--- src/rtl/stream_arb_pkg.sv ---
// stream_arb_pkg: shared state encoding and datapath constants for the stream arbiter
package stream_arb_pkg;
    localparam int WORD_W    = 32;
    localparam int HDR_WORDS = 2;
    typedef enum logic [2:0] {
        IDLE  = 3'b001,
        XFER  = 3'b010,
        DRAIN = 3'b100
    } state_e;
endpackage

--- src/rtl/rr_arbiter.sv ---
// rr_arbiter: combinational round-robin pick of the first request at or after ptr
module rr_arbiter #(
    parameter int N = 4
) (
    input  logic [N-1:0]         req,
    input  logic [$clog2(N)-1:0] ptr,
    output logic [N-1:0]         gnt
);
    logic [2*N-1:0] dbl, sel2;
    logic [N-1:0]   rot, first;
    // rotate so ptr sits at bit 0, isolate lowest set bit, rotate back
    assign dbl   = {req, req} >> ptr;
    assign rot   = dbl[N-1:0];
    assign first = rot & (~rot + N'(1));
    assign sel2  = {first, first} << ptr;
    assign gnt   = sel2[2*N-1:N];
endmodule

--- src/rtl/stream_arbiter.sv ---
// stream_arbiter: packet-granular round-robin mux of NUM_SRC word streams into one
// handler ingress, truncating packets longer than MAX_WORDS and draining their tails.
module stream_arbiter
    import stream_arb_pkg::*;
#(
    parameter int NUM_SRC   = 4,
    parameter int MAX_WORDS = 11
) (
    input  logic                      i_clk,
    input  logic                      i_rst_n,
    input  logic [WORD_W*NUM_SRC-1:0] i_src_data,
    input  logic [NUM_SRC-1:0]        i_src_valid,
    input  logic [NUM_SRC-1:0]        i_src_last,
    output logic [NUM_SRC-1:0]        o_src_ready,
    output logic [WORD_W-1:0]         o_data,
    output logic                      o_valid,
    output logic                      o_last,
    input  logic                      i_ready,
    output logic [NUM_SRC-1:0]        o_grant,
    output logic                      o_trunc
);
    localparam int PTR_W = $clog2(NUM_SRC);
    localparam int CNT_W = $clog2(MAX_WORDS + 1);

    state_e             state_q;
    logic [NUM_SRC-1:0] grant_q, arb_gnt;
    logic [PTR_W-1:0]   ptr_q, idx_q, arb_idx, ptr_inc;
    logic [CNT_W-1:0]   cnt_q;
    logic               trunc_q, sel_valid, sel_last, at_max, xfer;

    rr_arbiter #(.N(NUM_SRC)) u_rr (
        .req(i_src_valid),
        .ptr(ptr_q),
        .gnt(arb_gnt)
    );

    always_comb begin
        arb_idx = '0;
        for (int k = 0; k < NUM_SRC; k++)
            if (arb_gnt[k]) arb_idx = PTR_W'(k);
    end

    assign sel_valid   = i_src_valid[idx_q];
    assign sel_last    = i_src_last[idx_q];
    assign at_max      = cnt_q == CNT_W'(MAX_WORDS - 1);
    assign ptr_inc     = idx_q == PTR_W'(NUM_SRC - 1) ? '0 : idx_q + 1'b1;
    assign o_data      = i_src_data[idx_q*WORD_W +: WORD_W];
    assign o_valid     = state_q == XFER && sel_valid;
    assign o_last      = state_q == XFER && (sel_last || at_max);
    // in DRAIN the tail is swallowed regardless of downstream backpressure
    assign o_src_ready = state_q == XFER  ? grant_q & {NUM_SRC{i_ready}} :
                         state_q == DRAIN ? grant_q : '0;
    assign xfer        = o_valid && i_ready;
    assign o_grant     = grant_q;
    assign o_trunc     = trunc_q;

    always_ff @(posedge i_clk or negedge i_rst_n) begin
        if (!i_rst_n) begin
            state_q <= IDLE;
            grant_q <= '0;
            idx_q   <= '0;
            ptr_q   <= '0;
            cnt_q   <= '0;
            trunc_q <= 1'b0;
        end else begin
            trunc_q <= 1'b0;
            case (state_q)
                IDLE: if (|i_src_valid) begin
                    grant_q <= arb_gnt;
                    idx_q   <= arb_idx;
                    cnt_q   <= '0;
                    state_q <= XFER;
                end
                XFER: if (xfer) begin
                    cnt_q <= cnt_q + 1'b1;
                    if (sel_last) begin
                        ptr_q   <= ptr_inc;
                        grant_q <= '0;
                        state_q <= IDLE;
                    end else if (at_max) begin
                        trunc_q <= 1'b1;
                        state_q <= DRAIN;
                    end
                end
                DRAIN: if (sel_valid && sel_last) begin
                    ptr_q   <= ptr_inc;
                    grant_q <= '0;
                    state_q <= IDLE;
                end
                default: state_q <= IDLE;
            endcase
        end
    end
endmodule

--- config.mk ---
export PLATFORM = sky130hd
export DESIGN_NAME = stream_arbiter
export DESIGN_NICKNAME = d
export VERILOG_FILES = /design/src/rtl/stream_arb_pkg.sv /design/src/rtl/rr_arbiter.sv /design/src/rtl/stream_arbiter.sv
export SDC_FILE = /design/constraint.sdc
export NUM_CORES = 1
export LEC_CHECK = 0
export BUFFER_PORTS_ARGS = -buffer_cell sky130_fd_sc_hd__buf_2
export CAP_MARGIN = 30
export CORE_ASPECT_RATIO = 0.7
export CORE_MARGIN = 4
export CORE_UTILIZATION = 39
export DETAILED_ROUTE_END_ITERATION = 6
export PLACE_DENSITY_LB_ADDON = 0.25
export SLEW_MARGIN = 20
export SYNTH_ARGS = -nofsm -noshare
export SYNTH_HDL_FRONTEND = slang
export SYNTH_SLANG_ARGS = --single-unit
export TNS_END_PERCENT = 10
--- constraint.sdc ---
create_clock -name i_clk -period 2.8 [get_ports i_clk]
set_clock_uncertainty 0.15 [all_clocks]
set_input_delay 0.14 -clock i_clk [delete_from_list [all_inputs] [get_ports i_clk]]
set_output_delay 0.14 -clock i_clk [all_outputs]
set_load 0.01 [all_outputs]
==> flow_summary.json <==
{
  "final_antenna_net_count": 0,
  "cts_sinks": 16,
  "ys_ff_latch": 16,
  "io_pins": 182,
  "synth_enable_flop_cells": 0,
  "synth_top_area_share_pct": 43.93,
  "cts_tree": "yes",
  "die_w_um": 87.90,
  "htree_levels": 1,
  "multi_input_area_um2": 1284,
  "slew_headroom_pct": 54.58,
  "seqCellArea_um2": 402.9,
  "insertion_delay_ns": 0.25,
  "core_um2": 4329,
  "hold_violations": 0,
  "drc": 0,
  "maxSlewViolCount": 0,
  "n_antenna_cell": 0,
  "worstPathBufferInverterCount": 2,
  "row_count": 20,
  "yosysWarnings": 0,
  "finalNonFillerCells": 377,
  "status": "completed",
  "synth_area_leaders": "mux4_2 (44%), dfrtp_1 (22%), o21ai_0 (2.6%)",
  "area_growth_pct": 57.79,
  "synth.largest_area_cell": "mux4_2",
  "rsz0062_at_grt": "false",
  "postCtsSetupBuffers": 0,
  "cts_buffer_depth": 2,
  "holdWs_ns": 0.06546,
  "path_cells": "buf_4 > mux4_2 > buf_2",
  "rr_startpoint": "idx_q[1]",
  "setup_violations": 0,
  "grt_pass1_vias": 2062,
  "via_per_inst": 5.573,
  "synthesis.area_um2": 1743,
  "drive_above_1_share_pct": 70.50,
  "vdd_drop_max_v": 0.0003847,
  "synth_fp_nets": 284,
  "dp_hpwl_um": 6259,
  "cp_max_fo": 33,
  "path_class": "register to primary output",
  "gr-total-overflow": 0,
  "crit_slowest_cell": "mux4_2",
  "first_pass_iters": 4,
  "grtUsageTotal_pct": 24.54,
  "drt_iter0_drc": 68,
  "post_cts_resized": 0,
  "crit_path_end": "o_data[26]",
  "die_h_um": 63.93,
  "rr_worst_depth": 4,
  "vias": 2101,
  "worst_pin_slew_ns": 0.6813,
  "place_inst": 372,
  "grt_max_degree": 34,
  "cellPowerDensity_nw_per_um2": 843.5,
  "synth-main-ff-cell": "dfrtp_1",
  "finalSetupTns_ns": 0,
  "synth_seq_area_share_pct": 23.04,
  "cap_violations": 0,
  "hold_path.class": "input pin to register",
  "regToRegEndpoint": "o_grant[0]",
  "path_delay_family": "buffers and inverters",
  "syn_avg_cell_area_um2": 12.27,
  "wire_per_inst_um": 18.93,
  "clkTransAtPathRegs_ns": 0.07,
  "synth_cell_types": 39,
  "critPathMaxStageDelay_ns": 0.59,
  "cp.required_ns": 2.51,
  "finalCritPeriodShare_pct": 82.04,
  "cts-buffers-inserted": 3,
  "cp-end-kind": "primary output",
  "totalPowerFinal_uw": 2320,
  "synthCells": 142,
  "r2r_setup_slack_ns": 0.69,
  "cp-startpoint": "idx_q[0]",
  "power.leakage_uw": 0.001393,
  "nets": 465,
  "worst-path-stages": 3,
  "worstSetupStartpointType": "register",
  "root_buffer": "clkbuf_8",
  "fillers": 373,
  "max_freq_ghz": 0.4353,
  "critical_path_arrival_ns": 2.01,
  "dieArea_um2": 5619,
  "grt_pass1_wl_um": 10590,
  "totalWireLength_um": 7137,
  "port_buffers": 181,
  "initial_utilization_pct": 40.26,
  "antenna_found_initial": 0,
  "fin_crit_ns": 2.297,
  "routabilityCongestion": 0.8367,
  "async_reset_ff_share_pct": 100.0
}
==> state kept, by name, indices dropped and copies added, names as in the netlist <==
register,flops
idx_q,2
state_q,3
o_grant,4
cnt_q,4
o_trunc,1
ptr_q,2
==> report_power, final <==
group / internal, uW / total [uW] / switching, uW
Sequential: 313 / 460 / 147
Clock: 101 / 182 / 80.7
Combinational: 903 / 1680 / 776
Total: 1320 / 2320 / 1000
==> through the flow <==
| stage | utilization, % | cell area (um^2) | setup WS, ns |
|---|---|---|---|
| after global placement | 62.25 | 2695 | 0.7444 |
| after floorplan | - | 1743 | 0.9723 |
| after global routing | 63.53 | 2750 | 0.3491 |
| after CTS | 63.53 | 2750 | 0.4620 |
| final | 63.53 | 2750 | 0.5028 |
| after detailed placement | 62.25 | 2695 | 0.7053 |
==> worst reg2reg max path, stage by stage, from the launching register on <==
cell,delay [ns]
dfrtp_1,0.78
mux4_2,0.49
a211o_1,0.36
nand3_2,0.11
o2bb2ai_1,0.13
==> worst min path at each step <==
stage,startpoint,end,slack (ns),cells after the start
floorplan,i_rst_n,cnt_q[0],-0.31,0
global placement,i_rst_n,o_grant[0],-0.08,1
detailed placement,i_rst_n,o_grant[0],-0.07,1
CTS,i_ready,o_trunc,0.06,3
global route,i_ready,o_trunc,0.09,3
finish,i_ready,o_trunc,0.07,3
==> cells by family (layout without fill, tap and decap cells) <==
kind of cell / count (synthesis) / in the layout / synth area share (%)
flip-flops: 16 / 16 / 23.04
AND/OR/NAND/NOR: 39 / 39 / 12.64
buffers and inverters: 12 / 192 / 3.302
multiplexers: 38 / 38 / 46.37
AO/OA/AOI/OAI: 34 / 34 / 12.49
adder cells (fa/ha/maj): 3 / 3 / 2.154
==> layer usage <==
layer	wire [um]	global-route usage (%)
met3	745	6.959
met4	170	6.513
met5	0	0
met2	3499	39.66
met1	2722	32.31
==> area by class of cell <==
class	count	area share (%)
Clock buffer	4	1.638
Multi-Input combinational cell	114	46.68
Inverter	3	0.4095
Sequential cell	16	14.65
Timing Repair Buffer	185	34.12
Tap cell	55	2.502
==> cells in the mapped netlist (2+ instances only) <==
cell,n
clkbuf_1,3
mux4_2,34
and2_1,4
o21ai_0,9
nor3_1,2
a21oi_1,8
nand3_1,4
o2bb2ai_1,4
mux2i_1,2
a31oi_1,4
dfrtp_1,15
nor2b_1,4
o211ai_1,2
ha_1,3
buf_2,4
nand2b_1,4
nand2_1,8
inv_1,3
mux2_2,2
nor2_1,4
==> timing repair <==
item                                    in CTS  in global routing
hold endpoints to repair                    16                  0
hold buffers                                 1                  0
endpoints found under the setup margin       0                  0
==> layout by cell type, fill, tap and decap left out, types with 2 or more instances in the layout <==
cell       instances
nand3_1            4
nor2_1             4
mux4_2            34
nand2_1            8
nor3_1             2
ha_1               3
mux2i_1            2
buf_2            181
a21oi_1            8
o2bb2ai_1          4
inv_1              3
nor2b_1            4
o21ai_0            9
mux2_2             2
o211ai_1           2
a31oi_1            4
nand2b_1           4
clkbuf_8           3
dfrtp_1           14
and2_1             4
buf_4              3
(Power assumes the default switching activity.)
